## config.mk

```make
export PLATFORM = sky130hd
export DESIGN_NAME = fwd_hazard_unit
export DESIGN_NICKNAME = d
export VERILOG_FILES = /design/src/rtl/fwd_hazard_unit.sv
export SDC_FILE = /design/constraint.sdc
export NUM_CORES = 1
export LEC_CHECK = 0
export ABC_AREA = 1
export CORE_MARGIN = 2
export CORE_UTILIZATION = 47
export CTS_CLUSTER_DIAMETER = 200
export DETAILED_ROUTE_END_ITERATION = 6
export PLACE_DENSITY = 0.8
export SYNTH_ARGS = -nofsm -noshare
export SYNTH_HDL_FRONTEND = slang
export SYNTH_SLANG_ARGS = --single-unit
export TNS_END_PERCENT = 100
```

## constraint.sdc

```tcl
create_clock -name clk -period 1.46 [get_ports clk]
set_input_delay 0.219 -clock clk [delete_from_list [all_inputs] [get_ports clk]]
set_output_delay 0.219 -clock clk [all_outputs]
set_load 0.03 [all_outputs]
```

## src/rtl/fwd_hazard_unit.sv

```systemverilog
// fwd_hazard_unit: EX operand forwarding selects plus load-use stall/bubble control with saturating stall statistics
module fwd_hazard_unit #(
  parameter int REG_AW     = 3,
  parameter int LOAD_STALL = 1,
  parameter int ZERO_REG   = 1,
  parameter int CNT_W      = 8
) (
  input  logic              clk,
  input  logic              rst_n,
  input  logic              flush,
  input  logic              id_valid,
  input  logic [REG_AW-1:0] id_rs1,
  input  logic [REG_AW-1:0] id_rs2,
  input  logic [REG_AW-1:0] id_rd,
  input  logic              id_regwrite,
  input  logic              id_memread,
  output logic [1:0]        fwd_a,
  output logic [1:0]        fwd_b,
  output logic              stall,
  output logic              bubble,
  output logic [CNT_W-1:0]  stall_count
);
  logic              s1_v_q, s1_rw_q, s1_mr_q, s2_v_q, s2_rw_q, s3_v_q, s3_rw_q;
  logic [REG_AW-1:0] s1_rs1_q, s1_rs2_q, s1_rd_q, s2_rd_q, s3_rd_q;
  logic [2:0]        cnt_q, cnt_d;
  logic [CNT_W-1:0]  stall_count_q;
  logic              live1, live2, live3, hazard;
  always_comb begin
    live1  = s1_v_q & s1_rw_q & (ZERO_REG == 0 || s1_rd_q != '0);
    live2  = s2_v_q & s2_rw_q & (ZERO_REG == 0 || s2_rd_q != '0);
    live3  = s3_v_q & s3_rw_q & (ZERO_REG == 0 || s3_rd_q != '0);
    hazard = id_valid & live1 & s1_mr_q & (s1_rd_q == id_rs1 || s1_rd_q == id_rs2);
    stall  = ~flush & (hazard | cnt_q != 3'd0);
    bubble = stall | flush;
    fwd_a  = !s1_v_q ? 2'b00 : (live2 && s2_rd_q == s1_rs1_q) ? 2'b10 :
             (live3 && s3_rd_q == s1_rs1_q) ? 2'b01 : 2'b00;
    fwd_b  = !s1_v_q ? 2'b00 : (live2 && s2_rd_q == s1_rs2_q) ? 2'b10 :
             (live3 && s3_rd_q == s1_rs2_q) ? 2'b01 : 2'b00;
    cnt_d  = flush ? 3'd0 : (hazard && cnt_q == 3'd0) ? 3'(LOAD_STALL - 1) :
             cnt_q != 3'd0 ? cnt_q - 3'd1 : cnt_q;
  end
  assign stall_count = stall_count_q;
  always_ff @(posedge clk or negedge rst_n) begin
    if (!rst_n) begin
      s1_v_q        <= 1'b0;
      s1_rw_q       <= 1'b0;
      s1_mr_q       <= 1'b0;
      s1_rs1_q      <= '0;
      s1_rs2_q      <= '0;
      s1_rd_q       <= '0;
      s2_v_q        <= 1'b0;
      s2_rw_q       <= 1'b0;
      s2_rd_q       <= '0;
      s3_v_q        <= 1'b0;
      s3_rw_q       <= 1'b0;
      s3_rd_q       <= '0;
      cnt_q         <= 3'd0;
      stall_count_q <= '0;
    end else begin
      s3_v_q  <= s2_v_q;
      s3_rw_q <= s2_rw_q;
      s3_rd_q <= s2_rd_q;
      s2_v_q  <= s1_v_q;
      s2_rw_q <= s1_rw_q;
      s2_rd_q <= s1_rd_q;
      cnt_q   <= cnt_d;
      if (!bubble) begin
        s1_v_q   <= id_valid;
        s1_rw_q  <= id_regwrite;
        s1_mr_q  <= id_memread;
        s1_rs1_q <= id_rs1;
        s1_rs2_q <= id_rs2;
        s1_rd_q  <= id_rd;
      end else begin
        s1_v_q <= 1'b0;
      end
      if (stall && stall_count_q != '1) stall_count_q <= stall_count_q + CNT_W'(1);
    end
  end
endmodule

```

# Word-level counts from Yosys, hierarchy flattened
# Index checks and enable logic that the tools add are counted.
word_totals:
  output_inout_bits: 14
  regBits: 33
  wordCells: 59
op_classes:
  bitwise_logic: 13
  reduce_logical: 13
  muxes: 10
  n_eq_ne: 7
  n_addsub: 2
op_table:
  columns: ["operator", "n"]
  rows:
  - ["3-bit == test", 6]
  - ["3-bit nonzero test", 5]
  - ["1-bit bitwise AND", 10]
  - ["3-bit two-way mux", 3]
  - ["8-bit by 1-bit adder with 8-bit output (second input constant)", 1]
  - ["2-bit two-way mux", 4]
  - ["8-bit inequality test (second input constant)", 1]
  - ["1-bit logical AND", 6]
  - ["3-bit logical NOT", 1]
  - ["1-bit two-way mux", 3]
  - ["3-bit by 1-bit subtractor with 3-bit output (second input constant)", 1]
  - ["1-bit OR", 2]
  - ["1-bit logical OR", 1]
  - ["1-bit NOT", 1]

# Depth between registers and ports, before layout
logic_depth:
  ltp_word: 9
  depth_mapped: 10
  ltp_nobuf: 10

# Worst setup path before layout
# Ideal clock, no wire load.
synth_timing:
  path_kind: "register to register"
  start: "register stall_count_q[0] (netlist: stall_count[0])"
  end: "register stall_count_q[6] (netlist: stall_count[6])"
  setup_slack_ns: -0.155
  arrival_ns: 1.549
  t_required_ns: 1.394
  synth_period_minus_slack_ns: 1.615
  stages_incl_launch_ff: 8
  path_cell_list: "dfrtp_1 ha_1 nand2_2 nor3b_4 nand3_4 nand3_2 nand2_1 nand2_1"
synth_between:
  elab_chain_cells: 2
  elab_cells_between_ends: 3
  cone_classes: "1 x add/sub; 1 x eq/ne; 1 x reduce/logical"
synth_rtl:
  columns: ["element", "line_no", "rtl"]
  rows:
  - ["from (decl)", "26", "logic [CNT_W-1:0] stall_count_q;"]
  - ["from (signal assigned)", "77", "if (stall && stall_count_q != '1) stall_count_q <= stall_count_q + CNT_W'(1);"]
  - ["parallel branches: the longest is 2 deep, another holds 8-bit by 1-bit adder with 8-bit output", null, null]
# Parallel ways; which one is timed is not known.
# A chain may end at the register's enable or synchronous reset.

# Worst setup path in the final report
layout_timing:
  start: "register s2_rd_q[0]"
  end: "output port fwd_b[0]"
layout_between:
  elab_chain_cells: 5
  elab_cells_between_ends: 6
  cone_classes: "1 x eq/ne; 2 x mux; 1 x bitwise; 2 x reduce/logical"
layout_rtl:
  columns: ["element", "line_no", "rtl"]
  rows:
  - ["from (decl)", "24", "logic [REG_AW-1:0] s1_rs1_q, s1_rs2_q, s1_rd_q, s2_rd_q, s3_rd_q;"]
  - ["from (signal assigned)", "65", "s2_rd_q <= s1_rd_q;"]
  - ["3-bit nonzero test", "30", "live2 = s2_v_q & s2_rw_q & (ZERO_REG == 0 || s2_rd_q != '0);"]
  - ["1-bit bitwise AND", "30", null]
  - ["1-bit logical AND *", "37", "fwd_b = !s1_v_q ? 2'b00 : (live2 && s2_rd_q == s1_rs2_q) ? 2'b10 :"]
  - ["2-bit two-way mux * (2 in a row)", "37", null]
  - ["to (decl)", "18", "output logic [1:0] fwd_b,"]
# Mark *: on every way between the ends. The rest lies on a longest branch, timed or not.

==> qor.txt <==
number of iterations in the first detailed-routing pass: 4
effective utilization at floorplan: 48.2%
Critical-path top delay cell: dfrtp_1
Max Fclk: 564 MHz
critical-path maximum fanout: 4
placed cell areas: 0.00222 sq mm
worst setup margin: -0.313 ns
TritonCTS Buffers: 5
CTS Root Cell: clkbuf_8
final setup skew: 0.0115 ns
largest net degree at the start of global routing: 34
# rows: 22
count of input and output buffers: 28
Max clock buf depth: 2
Syn Inst Count: 187
CTS HTree Levels: 2
unrepaired setup endpoints after global routing: yes
Netlist cell types: 23
first-pass GRT wire length: 6020 um
FF-to-FF path depth: 11
PD cells: 1880 mW/mm^2
WL final: 4300 um
Die H: 64.8 um
Die W: 64.8 um
CP Cell Sequence: xor2_1 -> a21oi_1 -> nand3_2 -> nand3_1 -> nor2_1 -> buf_4
relative slew slack: 76.9%
WP data required: 1.24 ns
maxcap violations: 0
Worst VDD drop: 1.16 mV
Sink Count: 33
Final Critical Period: 1.77 ns
routability congestion estimate: 0.795
outcome: complete, but fails checks
TNS Setup: -2.89 ns
Die ar.: 0.00420 sq mm
Post-Syn Nets: 205
DR DRC count: 0
grt ovf: 0
area delta synth->final: 50.9%
vias in the first global route: 1377
layout cell share with drive strength beyond 1: 43.7%
Detail Route Antenna Nets: 0
Design Power: 4.92 mW
Final HPWL DP: 2420 um
crit path DAT: 1.55 ns
latest clock arrival within the worst-skew pair: 0.30 ns
Reg clk slew, reported paths: 0.08 ns
CP Class: flop to output port
hold crit path type: input pin to async pin
CTS tree: built
Yosys warning total: 0
post-synthesis sequential area ratio: 47.6%
crit path launch type: flop
via density per instance: 5.09
violated checks: setup timing
Inserted Diodes: 0
syn avg cell area: 9.29 sq um
area of the mapped netlist: 0.00174 sq mm
final setup fails: 28
CTS hold repair buffers: 0
DRT iter0 DRCs: 59
Layout Nets: 269
fin crit share: 121%
Lkg Pwr: 1.35 nW
io pins: 29
final number of hold-violating endpoints: 0
CP endpoint kind: output port
Fill cells: 243
Core Region: 0.00361 sq mm
Post-Layout Cell Count: 300
initial antenna violation count: 0
worst-margin pin slew: 0.348 ns
Largest stage delay, worst path: 0.46 ns
routed length per instance: 14.3 um
flops & latches, synth: 33
overall routing resource usage: 19.0%
post-route cell area: 0.00262 sq mm
via count: 1527
post-placement cell count: 276
Pins Over Slew Limit: 0
[report_power, final]
| part | internal (mW) | leakage (nW) | switching (mW) | total [mW] |
|---|---|---|---|---|
| registers | 1.28 | 0.416 | 0.432 | 1.71 |
| clock network | 0.330 | 0.0450 | 0.356 | 0.686 |
| logic | 1.25 | 0.887 | 1.27 | 2.52 |
| total | 2.86 | 1.35 | 2.06 | 4.92 |
[per-stage QoR]
step / hold WS (ns) / utilization [%] / setup WS (ns)
global placement: 0.357 / 61.5 / -0.183
global route: 0.287 / 72.7 / -0.384
finish: 0.282 / 72.7 / -0.313
floorplan: -0.0766 / - / 0.00149
detailed placement: 0.363 / 61.5 / -0.227
CTS: 0.303 / 66.8 / -0.214
[logic make-up after synthesis]
family	share of synthesized area, %
compound gates	8.93
xor+xnor	9.08
fa+ha+maj	2.16
buf+inv	6.92
flops	47.6
simple gates	25.4
[worst max-delay path, delay by kind of cell, from the launching register on]
| kind | cells | cell delay (ns) |
|---|---|---|
| xor gates and xnor gates | 1 | 0.18 |
| and+or+nand+nor | 3 | 0.25 |
| buffers and inverters | 1 | 0.16 |
| AOI/OAI and AO/OA | 1 | 0.20 |
| DFF | 1 | 0.46 |
[cell usage in the layout, fill, tap and decap left out, types with 4 or more instances in the layout]
cell type	synthesis	final
dfrtp_2	0	5
o21ai_2	12	11
xor2_1	16	16
nand2_2	2	13
nand2_4	2	11
buf_6	2	4
nand2_1	48	28
clkbuf_8	0	5
nor2_1	10	9
buf_4	0	27
nand3_2	2	4
dlygate4sd2_1	0	8
clkdlybuf4s50_1	0	14
nand4_1	10	10
dfrtp_1	33	28
inv_1	18	17
inv_2	7	8
[Yosys cell counts]
master	n	area [sq um]
o21ai_2	12	105
o22ai_2	2	25.0
buf_6	2	22.5
nand3_4	2	35.0
nand2_4	2	22.5
inv_1	18	67.6
xnor2_1	2	17.5
nor2_1	10	37.5
nand2_2	2	12.5
a21oi_1	3	15.0
nor3b_4	1	18.8
ha_1	3	37.5
nand2_1	48	180
nand4_1	10	62.6
nand3_2	2	20.0
nand3_1	6	30.0
clkinv_1	1	3.75
xor2_1	16	140
or2_0	1	6.26
nor3_1	3	15.0
inv_2	7	26.3
o311a_1	1	10.0
dfrtp_1	33	826
[what timing repair did]
action | 4_1_cts | 5_1_grt
buffers inserted | 11 | 5
gates resized for setup | 19 | 40
endpoints found under the hold margin | 0 | 0
gates cloned | 0 | 2
pin swaps | 9 | 15
setup endpoints to repair | 25 | 29
[cell type report]
type | count | area (sq um) | share of cell area (%)
well taps | 48 | 60.1 | 2.29
flip-flops and latches | 33 | 832 | 31.8
clock buffers | 6 | 72.6 | 2.77
multi-input cells | 126 | 963 | 36.8
inverters | 26 | 98.8 | 3.77
clock inverters | 2 | 10.0 | 0.382
repair buffers | 59 | 583 | 22.3
[final timing paths]
| path | endpoint | start | slack (ns) |
|---|---|---|---|
| worst max-delay path | fwd_b[0] | s2_rd_q[0]$_DFF_PN0_ | -0.31 |
| worst min-delay path | s3_rd_q[0]$_DFF_PN0_ | rst_n | 0.28 |
| worst max register to register | stall_count[0]$_DFFE_PN0P_ | s1_rd_q[0]$_DFFE_PN0N_ | -0.12 |
| worst min register to register | s3_rw_q$_DFF_PN0_ | s2_rw_q$_DFF_PN0_ | 0.38 |
| max in group asynchronous | s1_rs1_q[1]$_DFFE_PN0N_ | rst_n | 0.98 |
| min in group clk | s3_rw_q$_DFF_PN0_ | s2_rw_q$_DFF_PN0_ | 0.38 |
[registers in the layout, indices dropped and copies added, names as in the netlist, 3 cells and up]
| name | cells |
|---|---|
| s1_rd_q | 3 |
| s1_rs1_q | 3 |
| s2_rd_q | 3 |
| cnt_q | 3 |
| s1_rs2_q | 3 |
| s3_rd_q | 3 |
| stall_count | 8 |
[routing by layer]
| metal | up-vias | routed length (um) | GRT usage (%) |
|---|---|---|---|
| met4 | 0 | 89 | 7.18 |
| met3 | 8 | 193 | 6.08 |
| li1 | 731 | - | - |
| met2 | 39 | 2340 | 32.6 |
| met1 | 749 | 1670 | 22.1 |
| met5 | - | 0 | 0 |
Note: power is estimated with default switching activity, not from simulation.
